`src/rtl/tdm_demux.sv`:
```
// tdm_demux: serial time-division demultiplexer.
// Slots arrive one per accepted (VALID) cycle. FRAME marks slot 0. A frame
// with N_CH slots is collected into a shadow register. When the frame is
// complete, the whole frame is published to DOUT at the same time.
// A frame is aborted, with an ERR pulse, if FRAME arrives early or if the
// line stays idle for too long in the middle of a frame.
module tdm_demux #(
  parameter int N_CH     = 4,   // demultiplexed channels, 2..16
  parameter int FRAME_TO = 8    // idle cycles tolerated mid-frame, 1..255
) (
  input  logic                    CLK,
  input  logic                    RST_N,
  input  logic                    DIN,
  input  logic                    VALID,
  input  logic                    FRAME,
  output logic [N_CH-1:0]         DOUT,
  output logic                    DOUT_VLD,
  output logic [$clog2(N_CH)-1:0] SLOT,
  output logic                    ERR
);

  localparam int SW = $clog2(N_CH);

  // Index of the final slot in a frame. Capturing this slot completes the frame.
  localparam logic [SW-1:0] LAST_SLOT = SW'(N_CH - 1);

  // The stall counter stops at FRAME_TO. The abort happens on the idle cycle
  // that would move the counter to that value, so it is compared against
  // FRAME_TO-1.
  localparam logic [7:0] STALL_LIM = 8'(FRAME_TO - 1);

  typedef enum logic {
    ST_IDLE,
    ST_RECV
  } state_t;

  state_t          r_state;
  logic [SW-1:0]   r_slot;
  logic [N_CH-1:0] r_shadow;
  logic [7:0]      r_stall;
  logic [N_CH-1:0] r_dout;
  logic            r_dout_vld;
  logic            r_err;

  logic            w_din;
  logic [N_CH-1:0] w_first;
  logic [N_CH-1:0] w_frame_full;

  // An unknown or floating line is taken as 0, never as a 1 bit of data.
  assign w_din = (DIN === 1'b1);

  // Shadow contents for a frame starting on this cycle. Only slot 0 is filled,
  // so bits from an earlier partial frame are never carried over.
  always_comb begin
    // NOTE: set every always_comb output to a default first. A path that does
    // not assign the output would otherwise infer a latch.
    w_first    = '0;
    w_first[0] = w_din;
  end

  // Completed frame: all earlier slots are in the shadow, and the last slot
  // arrives on DIN in this cycle.
  always_comb begin
    w_frame_full            = r_shadow;
    w_frame_full[N_CH-1]    = w_din;
  end

  // Frame-collection FSM with registered outputs.
  // DOUT_VLD and ERR are set only on separate branches, so they cannot be
  // high together.
  always_ff @(posedge CLK or negedge RST_N) begin
    if (!RST_N) begin
      // NOTE: the shadow is reset together with the control state. A partial
      // frame from before reset can then never be combined with new slots.
      r_state    <= ST_IDLE;
      r_slot     <= '0;
      r_shadow   <= '0;
      r_stall    <= '0;
      r_dout     <= '0;
      r_dout_vld <= 1'b0;
      r_err      <= 1'b0;
    end else begin
      // NOTE: sequential state uses non-blocking assignments only. Every
      // branch below then reads values from before the clock edge.
      r_dout_vld <= 1'b0;
      r_err      <= 1'b0;

      unique case (r_state)
        ST_IDLE: begin
          // Only a FRAME-marked slot can start collection. Stray data is dropped.
          if (VALID && FRAME) begin
            r_shadow <= w_first;
            r_slot   <= SW'(1);
            r_stall  <= '0;
            r_state  <= ST_RECV;
          end
        end

        ST_RECV: begin
          if (VALID && FRAME) begin
            // Early FRAME: drop the partial frame and restart at slot 0.
            // This branch is checked first, so it wins over a timeout
            // that happens in the same cycle.
            r_err    <= 1'b1;
            r_shadow <= w_first;
            r_slot   <= SW'(1);
            r_stall  <= '0;
          end else if (VALID) begin
            r_stall <= '0;
            if (r_slot == LAST_SLOT) begin
              // Frame complete: publish it and get ready for a
              // back-to-back FRAME on the next cycle.
              r_dout     <= w_frame_full;
              r_dout_vld <= 1'b1;
              r_shadow   <= '0;
              r_slot     <= '0;
              r_state    <= ST_IDLE;
            end else begin
              r_shadow[r_slot] <= w_din;
              r_slot           <= r_slot + SW'(1);
            end
          end else if (r_stall == STALL_LIM) begin
            // Idle for too long mid-frame: abort. DOUT keeps its last value.
            r_err    <= 1'b1;
            r_shadow <= '0;
            r_slot   <= '0;
            r_stall  <= '0;
            r_state  <= ST_IDLE;
          end else begin
            r_stall <= r_stall + 8'd1;
          end
        end

        default: r_state <= ST_IDLE;
      endcase
    end
  end

  assign DOUT     = r_dout;
  assign DOUT_VLD = r_dout_vld;
  assign SLOT     = r_slot;
  assign ERR      = r_err;

endmodule

```
`config.mk`:
```
export PLATFORM = sky130hd
export DESIGN_NAME = tdm_demux
export DESIGN_NICKNAME = d
export VERILOG_FILES = /design/src/rtl/tdm_demux.sv
export SDC_FILE = /design/constraint.sdc
export NUM_CORES = 1
export LEC_CHECK = 0
export CORE_UTILIZATION = 53
export DETAILED_ROUTE_END_ITERATION = 10
export PLACE_DENSITY = 0.76
export SLEW_MARGIN = 15
export SYNTH_ARGS = -nofsm -noshare
export SYNTH_HDL_FRONTEND = slang
export SYNTH_SLANG_ARGS = --single-unit
```
`constraint.sdc`:
```
create_clock -name CLK -period 1.8 [get_ports CLK]
set_clock_uncertainty 0.2 [all_clocks]
set_input_delay 0.18 -clock CLK [delete_from_list [all_inputs] [get_ports CLK]]
set_output_delay 0.18 -clock CLK [all_outputs]
set_load 0.1 [all_outputs]
```
==> impl_metrics.csv <==
group,metric,value,unit
detailed_routing,via_per_inst,5.60,
timing,hold-worst-slack,-0.00128,ns
timing,rsz0062_at_grt,"no",
detailed_routing,drtIter0Drc,21,
clocking,numCtsBuffers,3,
yosys,yosys_register_bits,20,
clocking,htreeDepth,1,
timing,slew_viol_final,0,
timing,tightest_slew,0.417,ns
yosys,synthCells,111,
clocking,cts_max_path_buffers,2,
global_routing,grt_usage,0.249,
global_routing,grt_pass1_vias,815,
global_routing,grt_pass1_wl,3.73,mm
critical_path,reg2reg_to,"r_shadow[0]",
clocking,clk_latency,0.31,ns
power,p_comb_frac,0.425,
timing,max_freq,575,MHz
outcome,status,"finished, violations left",
placed_design,gp_congestion,0.791,
yosys,synth_edf_count,0,
critical_path,crit-reg2reg-launch,"r_stall[0]",
floorplan,fp.coreArea,0.00182,sq mm
clocking,clk_pin_slew,0.12,ns
detailed_routing,num_vias,896,
timing,setup_viol,0,
critical_path,crit_path_start_kind,"flop",
yosys,async_reset_ff_frac,1.00,
detailed_routing,drc,0,
yosys,synth.area.top_cells,"dfrtp_1 46%, ha_1 5.8%, mux2_4 5.6%, o21ai_0 5.1%, nor2_1 4.2%",
timing,max_slew_margin,0.722,
critical_path,r2r_slack,0.06,ns
clocking,cts.sinks,20,
power,power.leakage,0.665,nW
clocking,cts_tree,"done",
critical_path,crit_fanout,4,
finish,layout-drive-gt1-share,0.267,
timing,finalCritPeriodShare,0.966,
yosys,yosys.area.top_type,"dfrtp_1",
power,swShare,0.404,
detailed_routing,avgRoutedWirePerCell,14.4,um
yosys,syn_area_per_cell,9.72,sq um
critical_path,cp.arrival,1.72,ns
critical_path,critPathCaptureType,"flop",
detailed_routing,totalWireLength,2.30,mm
floorplan,io_pins,13,
timing,period_minus_slack,1.74,ns
critical_path,reg2reg_depth,5,
yosys,yosysWarnings,0,
power,seqPwrFrac,0.395,
timing,totalNegativeSetupSlack,0,ns
finish,area_growth,32.4,%
finish,diodes,0,
floorplan,rows,15,
placed_design,place_hpwl,1.68,mm
floorplan,dieArea,0.00222,sq mm
power,power_switching,0.000596,W
power,ir_drop,0.657,mV
detailed_routing,dr.pass1.iters,4,
yosys,synth_nets,121,
finish,fin_nets,146,
yosys,yosysSeqAreaShare,0.464,
power,pwr-share-clk,0.180,
global_routing,grt_antenna_before_repair,0,
power,p_int,0.000881,W
clocking,holdBufCountCts,0,
power,powerDensity,1040,mW/mm^2
floorplan,start_util,0.592,
worst_hold_path,hold_class,"primary input to asynchronous set/reset pin",
clocking,cts_root_buf,"clkbuf_4",
critical_path,critical_path_class,"flop to flop",
yosys,mappedNetlistArea,0.00108,sq mm
run,maxCapViolCount,0,
outcome,violations,"negative hold slack",
placed_design,portBuffers,12,
yosys,synth-main-ff-cell,"dfrtp_1",
floorplan,die_y,47.1,um
yosys,yosysTopAreaCellShare,0.464,
global_routing,overflow,0,
yosys,synth_cell_types,33,
detailed_routing,postRouteAntennaNets,0,
global_routing,grt_start_max_net_pins,21,
critical_path,cp.required,1.78,ns
floorplan,fp.dieW,47.1,um
timing,hold_violations,4,
critical_path,crit_start,"r_stall[0]",
-- timing repair --
action	4_1_cts	5_1_grt
setup endpoints to repair	0	6
gates resized for setup	0	2
buffers inserted	0	0
-- kinds of logic (layout without fill, tap and decap cells) --
family	Yosys count	after routing	share of synthesized area
adders and majority gates	5	5	0.0580
and+or+nand+nor	41	41	0.191
muxes	4	4	0.0557
buffers and inverters	11	35	0.0545
DFF	20	20	0.464
xor gates and xnor gates	2	2	0.0162
AOI/OAI and AO/OA	28	28	0.160
-- critical path, stage by stage, from the launching register on --
cell and delay [ns]:
dfrtp_1 0.43, ha_1 0.19, and4bb_1 0.24, a21oi_1 0.12, o31ai_1 0.27, o21ai_0 0.16
-- power groups by stage --
stage	registers, W	clock network [W]	logic, W
5_1_grt	0.000590	0.000285	0.000660
6_report	0.000583	0.000266	0.000628
3_5_place_dp	0.000592	0	0.000625
2_1_floorplan	0.000824	0	0.000147
4_1_cts	0.000583	0.000272	0.000629
3_3_place_gp	0.000588	0	0.000618
-- stage by stage --
stage | power [W] | std cells | setup WS (ns) | instance area, sq um | util
finish | 0.00148 | 160 | 0.0612 | 1430 | 0.784
global route | 0.00154 | 160 | 0.00214 | 1430 | 0.784
CTS | 0.00148 | 160 | 0.0353 | 1420 | 0.779
detailed placement | 0.00122 | 156 | 0.0104 | 1380 | 0.759
global placement | 0.00121 | 156 | 0.0550 | 1380 | 0.759
floorplan | 0.000971 | 111 | 0.0385 | 1090 | -
-- cells in the mapped netlist (4+ instances only) --
master / count
dfrtp_1: 20
nor2_1: 12
mux2_4: 4
inv_1: 5
a21oi_1: 5
ha_1: 5
o21ai_0: 11
nand2_1: 10
nand3_1: 8
-- flip-flops by register name, summed over array words and instances, names as in the netlist --
signal,cells
r_shadow,3
r_state,1
DOUT_VLD,1
SLOT,2
DOUT,4
ERR,1
r_stall,8
-- layout make-up --
type / count / area, sq um
Sequential cell: 20 / 508
Inverter: 5 / 18.8
Clock buffer: 4 / 36.3
Timing Repair Buffer: 26 / 305
Tap cell: 25 / 31.3
Multi-Input combinational cell: 80 / 528
Fill cell: 115 / 393
-- metal layers --
layer / wire length (um) / GRT usage / share of wire / vias to the layer above
li1: - / - / - / 439
met1: 1080 / 0.320 / 0.47 / 416
met2: 1080 / 0.403 / 0.47 / 37
met3: 98 / 0.0500 / 0.043 / 4
met4: 37 / 0.114 / 0.016 / 0
met5: 0 / 0 / 0 / -
-- cells in the final DEF (no fill, tap or decap), types with 2 or more instances in the layout --
cell type and n:
inv_1 5, o31ai_1 2, o21ai_0 11, dfrtp_1 18, dfrtp_4 2, clkbuf_4 3
clkdlybuf4s50_1 4, buf_4 14, xnor2_1 2, nor2_1 12, ha_1 5, nand2_1 10
buf_12 8, mux2_4 4, a21oi_1 5, a31oi_1 2, nand3_1 8
-- worst max path at each step --
stage | to | slack [ns]
floorplan | DOUT[0] | 0.04
global route | r_shadow[0] | 0.002
detailed placement | DOUT[1] | 0.01
CTS | r_shadow[0] | 0.04
finish | r_shadow[0] | 0.06
global placement | DOUT[0] | 0.06
Power figures use the tool's default switching activity.
